==> src/rtl/seg7_pkg.sv <==
`default_nettype none
// ============================================================================
// Module      : seg7_pkg
// Description : Shared 7-segment constants (active-low gfedcba) and the
//               fetch state encoding for display read blocks.
// Revision    : 1.0
// ============================================================================
package seg7_pkg;

    localparam logic [6:0] c_SEG_BLANK = 7'b1111111;

    // Entry i is the active-low {g,f,e,d,c,b,a} pattern for hex digit i.
    localparam logic [15:0][6:0] c_HEX_SEG = {
        7'b0001110,  // F
        7'b0000110,  // E
        7'b0100001,  // d
        7'b1000110,  // C
        7'b0000011,  // b
        7'b0001000,  // A
        7'b0010000,  // 9
        7'b0000000,  // 8
        7'b1111000,  // 7
        7'b0000010,  // 6
        7'b0010010,  // 5
        7'b0011001,  // 4
        7'b0110000,  // 3
        7'b0100100,  // 2
        7'b1111001,  // 1
        7'b1000000   // 0
    };

    typedef enum logic [1:0] {
        S_IDLE = 2'd0,
        S_REQ  = 2'd1,
        S_READ = 2'd2
    } fetch_state_e;

endpackage
`default_nettype wire

==> src/rtl/hex_to_7seg.sv <==
`default_nettype none
// ============================================================================
// Module      : hex_to_7seg
// Description : Combinational 4-bit to active-low 7-segment decoder.
// Revision    : 1.0
// ============================================================================
module hex_to_7seg
    import seg7_pkg::*;
(
    input  logic [3:0] nibble_i,
    output logic [6:0] seg_o
);

    assign seg_o = c_HEX_SEG[nibble_i];

endmodule
`default_nettype wire

==> src/rtl/seg_scan_reader.sv <==
`default_nettype none
// ============================================================================
// Module      : seg_scan_reader
// Description : Fetches one memory word per digit over a request/grant port
//               and drives a multiplexed common-anode 7-segment display.
// Revision    : 1.0
// ============================================================================
module seg_scan_reader
    import seg7_pkg::*;
#(
    parameter int WIDTH       = 8,
    parameter int DEPTH       = 6,
    parameter int DIGITS      = 4,
    parameter int BASE_ADDR   = 0,
    parameter int REFRESH_DIV = 50000
)(
    input  logic              clk,
    input  logic              rst,
    input  logic              en,
    output logic              rd_req,
    input  logic              rd_gnt,
    output logic [DEPTH-1:0]  addr,
    input  logic [WIDTH-1:0]  mem_data,
    output logic [6:0]        seg,
    output logic              dp,
    output logic [DIGITS-1:0] an,
    output logic              overrun
);

    localparam int CW = $clog2(REFRESH_DIV);
    localparam int DW = $clog2(DIGITS);

    logic [CW-1:0]              cnt_q, cnt_d;
    logic [DW-1:0]              digit_q, digit_d;
    logic [DW-1:0]              target_q, target_d;
    fetch_state_e               state_q, state_d;
    logic                       start_q, start_d;
    logic [DEPTH-1:0]           addr_q, addr_d;
    logic [DIGITS-1:0][WIDTH-1:0] buf_q;
    logic [DIGITS-1:0]          an_q;
    logic [6:0]                 seg_q;
    logic                       dp_q;
    logic                       overrun_q;

    logic                       w_slot;
    logic                       w_wr_en;
    logic [DW-1:0]              w_next_tgt;
    logic [WIDTH-1:0]           w_word;
    logic [6:0]                 w_seg;

    assign w_slot = en && (cnt_q == CW'(REFRESH_DIV - 1));

    always_comb begin
        cnt_d   = cnt_q;
        digit_d = digit_q;
        if (en) begin
            if (w_slot) begin
                cnt_d   = '0;
                digit_d = (digit_q == DW'(DIGITS - 1)) ? '0 : digit_q + 1'b1;
            end else begin
                cnt_d = cnt_q + 1'b1;
            end
        end
    end

    // Target is the digit after the one about to be lit, so it loads ahead of use.
    assign w_next_tgt = (digit_d == DW'(DIGITS - 1)) ? '0 : digit_d + 1'b1;

    always_comb begin
        state_d  = state_q;
        target_d = target_q;
        addr_d   = addr_q;
        start_d  = start_q;
        w_wr_en  = 1'b0;
        case (state_q)
            S_IDLE: begin
                if (en && (start_q || w_slot)) begin
                    state_d  = S_REQ;
                    start_d  = 1'b0;
                    target_d = w_next_tgt;
                    addr_d   = DEPTH'(BASE_ADDR + int'(w_next_tgt));
                end
            end
            S_REQ: begin
                if (rd_gnt) begin
                    state_d = S_READ;
                end
            end
            S_READ: begin
                w_wr_en = 1'b1;
                state_d = S_IDLE;
            end
            default: state_d = S_IDLE;
        endcase
    end

    assign w_word = buf_q[digit_q];

    generate
        if (WIDTH > 5) begin : g_unused_mid
            logic w_unused_mid;
            assign w_unused_mid = ^w_word[WIDTH-2:4];
        end
    endgenerate

    hex_to_7seg u_dec (
        .nibble_i (w_word[3:0]),
        .seg_o    (w_seg)
    );

    always_ff @(posedge clk) begin
        if (!rst) begin
            cnt_q     <= '0;
            digit_q   <= '0;
            target_q  <= '0;
            state_q   <= S_IDLE;
            start_q   <= 1'b1;
            addr_q    <= '0;
            buf_q     <= '0;
            an_q      <= '1;
            seg_q     <= c_SEG_BLANK;
            dp_q      <= 1'b1;
            overrun_q <= 1'b0;
        end else begin
            cnt_q     <= cnt_d;
            digit_q   <= digit_d;
            target_q  <= target_d;
            state_q   <= state_d;
            start_q   <= start_d;
            addr_q    <= addr_d;
            if (w_wr_en) begin
                buf_q[target_q] <= mem_data;
            end
            an_q      <= en ? ~(DIGITS'(1) << digit_q) : '1;
            seg_q     <= en ? w_seg : c_SEG_BLANK;
            dp_q      <= en ? ~w_word[WIDTH-1] : 1'b1;
            overrun_q <= w_slot && (state_q != S_IDLE);
        end
    end

    assign rd_req  = (state_q != S_IDLE);
    assign addr    = addr_q;
    assign seg     = seg_q;
    assign dp      = dp_q;
    assign an      = an_q;
    assign overrun = overrun_q;

endmodule
`default_nettype wire

==> config.mk <==
export PLATFORM = sky130hd
export DESIGN_NAME = seg_scan_reader
export DESIGN_NICKNAME = d
export VERILOG_FILES = /design/src/rtl/seg7_pkg.sv /design/src/rtl/hex_to_7seg.sv /design/src/rtl/seg_scan_reader.sv
export SDC_FILE = /design/constraint.sdc
export NUM_CORES = 1
export LEC_CHECK = 0
export CORE_MARGIN = 4
export CORE_UTILIZATION = 51
export DETAILED_ROUTE_END_ITERATION = 10
export PLACE_DENSITY = 0.74
export SKIP_LAST_GASP = 1
export SLEW_MARGIN = 25
export SYNTH_ARGS = -nofsm -noshare
export SYNTH_HDL_FRONTEND = slang
export SYNTH_SLANG_ARGS = --single-unit
==> constraint.sdc <==
create_clock -name clk -period 2.7 [get_ports clk]
set_input_delay 0.675 -clock clk [delete_from_list [all_inputs] [get_ports clk]]
set_output_delay 0.675 -clock clk [all_outputs]
set_load 0.02 [all_outputs]
==> out/qor.csv <==
stage,metric,value,unit
synthesis,top post-synthesis cells by count,"dfxtp_1, nor2_1, mux2i_1, nand2_1, a21oi_1",
synthesis,synthesized netlist cell count,268,
sta,Max Transition Viols Final,0,
global_routing,gr ovfl total,0,
global_routing,vias in the first global route,1897,
finish,Diodes inserted,0,
critical_path,R2R setup slack,0.54,ns
synthesis,mux share of post-synthesis cell area,0.133,
pwr,LEAKAGE,1.11,nW
critical_path,critical path data arrival time,2.46,ns
placed_design,placed cells,350,
pwr,power density cells,515,mW/mm2
synthesis,compound-cell area share of the yosys netlist,0.0861,
die,I/O Pins,32,
critical_path,Worst setup EP type,flip-flop,
synthesis,yosys warns,0,
critical_path,cells on worst reg2reg path,4,
global_routing,total track usage,0.165,
global_routing,largest net degree at the start of global routing,24,
critical_path,RR Startpoint,cnt_q[4]$_SDFFE_PN0P_,
die,Initial Util,0.540,
finish,final core occ,0.625,
sta,clk_skew,0.00673,ns
clock_tree,CTS H-tree depth,2,
worst_hold_path,Hold Path Cell Cnt,2,
detailed_routing,detailed-route wire length per cell,13.6,um
detailed_routing,drt pass-1 iters,4,
synthesis,largest area contributor in the netlist,dfxtp_1,
synthesis,most common cell in the netlist,dfxtp_1,
die,row count,25,
sta,Final Hold Viols,0,
clock_tree,clk sinks,56,
worst_hold_path,Hold Crit Endpoint,cnt_q[15]$_SDFFE_PN0P_,
clock_tree,post-cts sizing count,0,
sta,Worst-Margin Slew,0.820,ns
critical_path,Worst EP required,2.89,ns
clock_tree,clk_lat worst skew,0.31,ns
placed_design,sum of net half-perimeters after detailed placement,3.42,mm
sta,post-layout min period,2.27,ns
outcome,status,"finished, final reports clean",
finish,share of layout cells above drive strength 1,0.0928,
sta,final setup fails,0,
sta,setup TNS,0,ns
critical_path,crit path max fanout,13,
critical_path,Setup crit start kind,input port,
die,Core ar.,0.00482,mm2
die,DIE WIDTH,79.4,um
placed_design,gpl congestion,0.821,
pwr,maximum VDD drop,0.301,mV
synthesis,Cell variety after synth,51,
worst_hold_path,min-delay src,cnt_q[15]$_SDFFE_PN0P_,
synthesis,XOR/XNOR Fraction of Synth Area,0.0337,
detailed_routing,ANT nets after route,0,
pwr,total power,1.55,mW
sta,RSZ-0062 raised after global routing,false,
synthesis,post-synthesis simple-gate area fraction,0.207,
synthesis,asr flop ratio synth,0,
clock_tree,Inserted Clock Buffers,5,
synthesis,Post-synth EDFFs,0,
job,Max Cap Violations,0,
synthesis,top post-synthesis cells by area,"dfxtp_1, mux2i_1, ha_1",
synthesis,area share of fa/ha/maj cells after synthesis,0.0529,
die,die height,79.4,um
sta,fmax,0.441,GHz
detailed_routing,Post-route DRC,0,
synthesis,Synth top area share,0.431,
clock_tree,Clk Tree Root Cell,clkbuf_8,
worst_hold_path,Min-Delay Path Class,reg -> reg,
detailed_routing,final WL,4.88,mm
clock_tree,postcts setup bufs,0,
sta,WHS,0.498,ns
detailed_routing,vias,1962,
clock_tree,CTS tree,yes,
critical_path,r2r endpoint,cnt_q[4]$_SDFFE_PN0P_,
critical_path,Worst Setup Path Type,in -> reg,
detailed_routing,Vias/cell,5.48,
finish,Final #Nets,313,
global_routing,first-pass GRT wire length,8.25,mm
synthesis,largest family of logic cells by synthesized area,simple AND/OR/NAND/NOR gates,
synthesis,"Avg Cell Area, Syn",9.70,um2
synthesis,register area share after synthesis,0.431,
finish,area delta synth->final,15.7,%
finish,non-filler instance count after layout,358,
clock_tree,CTS Hold Buffers Added,0,
clock_tree,"Clk pin slew, worst setup/hold paths",0.09,ns
detailed_routing,initial DRC count,72,
synthesis,top_reg_cell synth,dfxtp_1,
synthesis,#FFs+latches synth,56,
sta,Slew headroom,0.452,
placed_design,number of I/O port buffers,24,
die,Die Area,0.00630,mm2
synthesis,cell area after synthesis,0.00260,mm2
clock_tree,Clock Tree Buf Depth,2,
global_routing,initial antenna violation count,0,
sta,Final Cycle Share,0.839,
cells in the final DEF (no fill, tap or decap), drive strengths merged, types with 7 or more instances in the layout:
cell type,synthesis,routed
nand4,7,7
inv,9,9
buf,9,7
xor2,8,8
a21oi,12,12
nand2,20,20
ha,11,11
clkdlybuf4s50,0,24
nor2,31,31
clkbuf,10,7
dfxtp,56,56
mux2i,21,21
how the worst max path moves through the flow:
| stage | to | cells past startpoint | start |
|---|---|---|---|
| 3_3_place_gp | cnt_q[6]$_SDFFE_PN0P_ | 5 | en |
| 6_report | cnt_q[4]$_SDFFE_PN0P_ | 5 | en |
| 5_1_grt | cnt_q[7]$_SDFFE_PN0P_ | 5 | en |
| 3_5_place_dp | cnt_q[5]$_SDFFE_PN0P_ | 5 | en |
| 2_1_floorplan | seg[0]$_SDFF_PN1_ | 6 | digit_q[1]$_SDFF_PN0_ |
| 4_1_cts | cnt_q[4]$_SDFFE_PN0P_ | 5 | en |
per-stage QoR:
stage,instance area [um2],setup WS [ns]
final,3010,0.435
after global routing,3010,0.346
after CTS,3010,0.434
after detailed placement,2880,0.0996
after global placement,2880,0.130
after floorplan,2610,0.600
flip-flops by register name (all words and copies together), names as in the netlist:
| register | cells |
|---|---|
| digit_q | 2 |
| target_q | 2 |
| start_q | 1 |
| buf_q | 20 |
| state_q | 2 |
| an | 4 |
| overrun | 1 |
| cnt_q | 16 |
| dp | 1 |
| seg | 7 |
cells by family (layout without fill, tap and decap cells):
family                     count (synthesis)  after routing
and+or+nand+nor                           98             98
DFF                                       56             56
AOI/OAI and AO/OA                         35             35
buffers and inverters                     29             49
muxes                                     28             28
adders and majority gates                 11             11
xor gates and xnor gates                  10             10
other                                      1              4
critical path, stage by stage:
cell and delay, ns:
clkdlybuf4s50_1 0.50, nand4_1 0.16, or4_4 0.63, nand2_1 0.39
nor2_1 0.10
power breakdown:
group	total (mW)	internal (mW)	switching, mW
clock	0.587	0.327	0.259
sequential	0.853	0.840	0.0124
combinational	0.110	0.0495	0.0600
cell type report:
cell class	count	area (um2)
Tap cell	67	83.8
Timing Repair Buffer	31	293
Clock inverter	1	30.0
Multi-Input combinational cell	186	1350
Inverter	10	37.5
Sequential cell	56	1120
Clock buffer	7	96.3
Fill cell	445	1810
per-layer routing:
metal	GRT usage	vias up	routed length, um
met3	0.0406	13	228
met1	0.195	918	2240
li1	-	982	-
met4	0.0722	0	99
met5	0	-	0
met2	0.282	49	2320
Power figures use the tool's default switching activity.
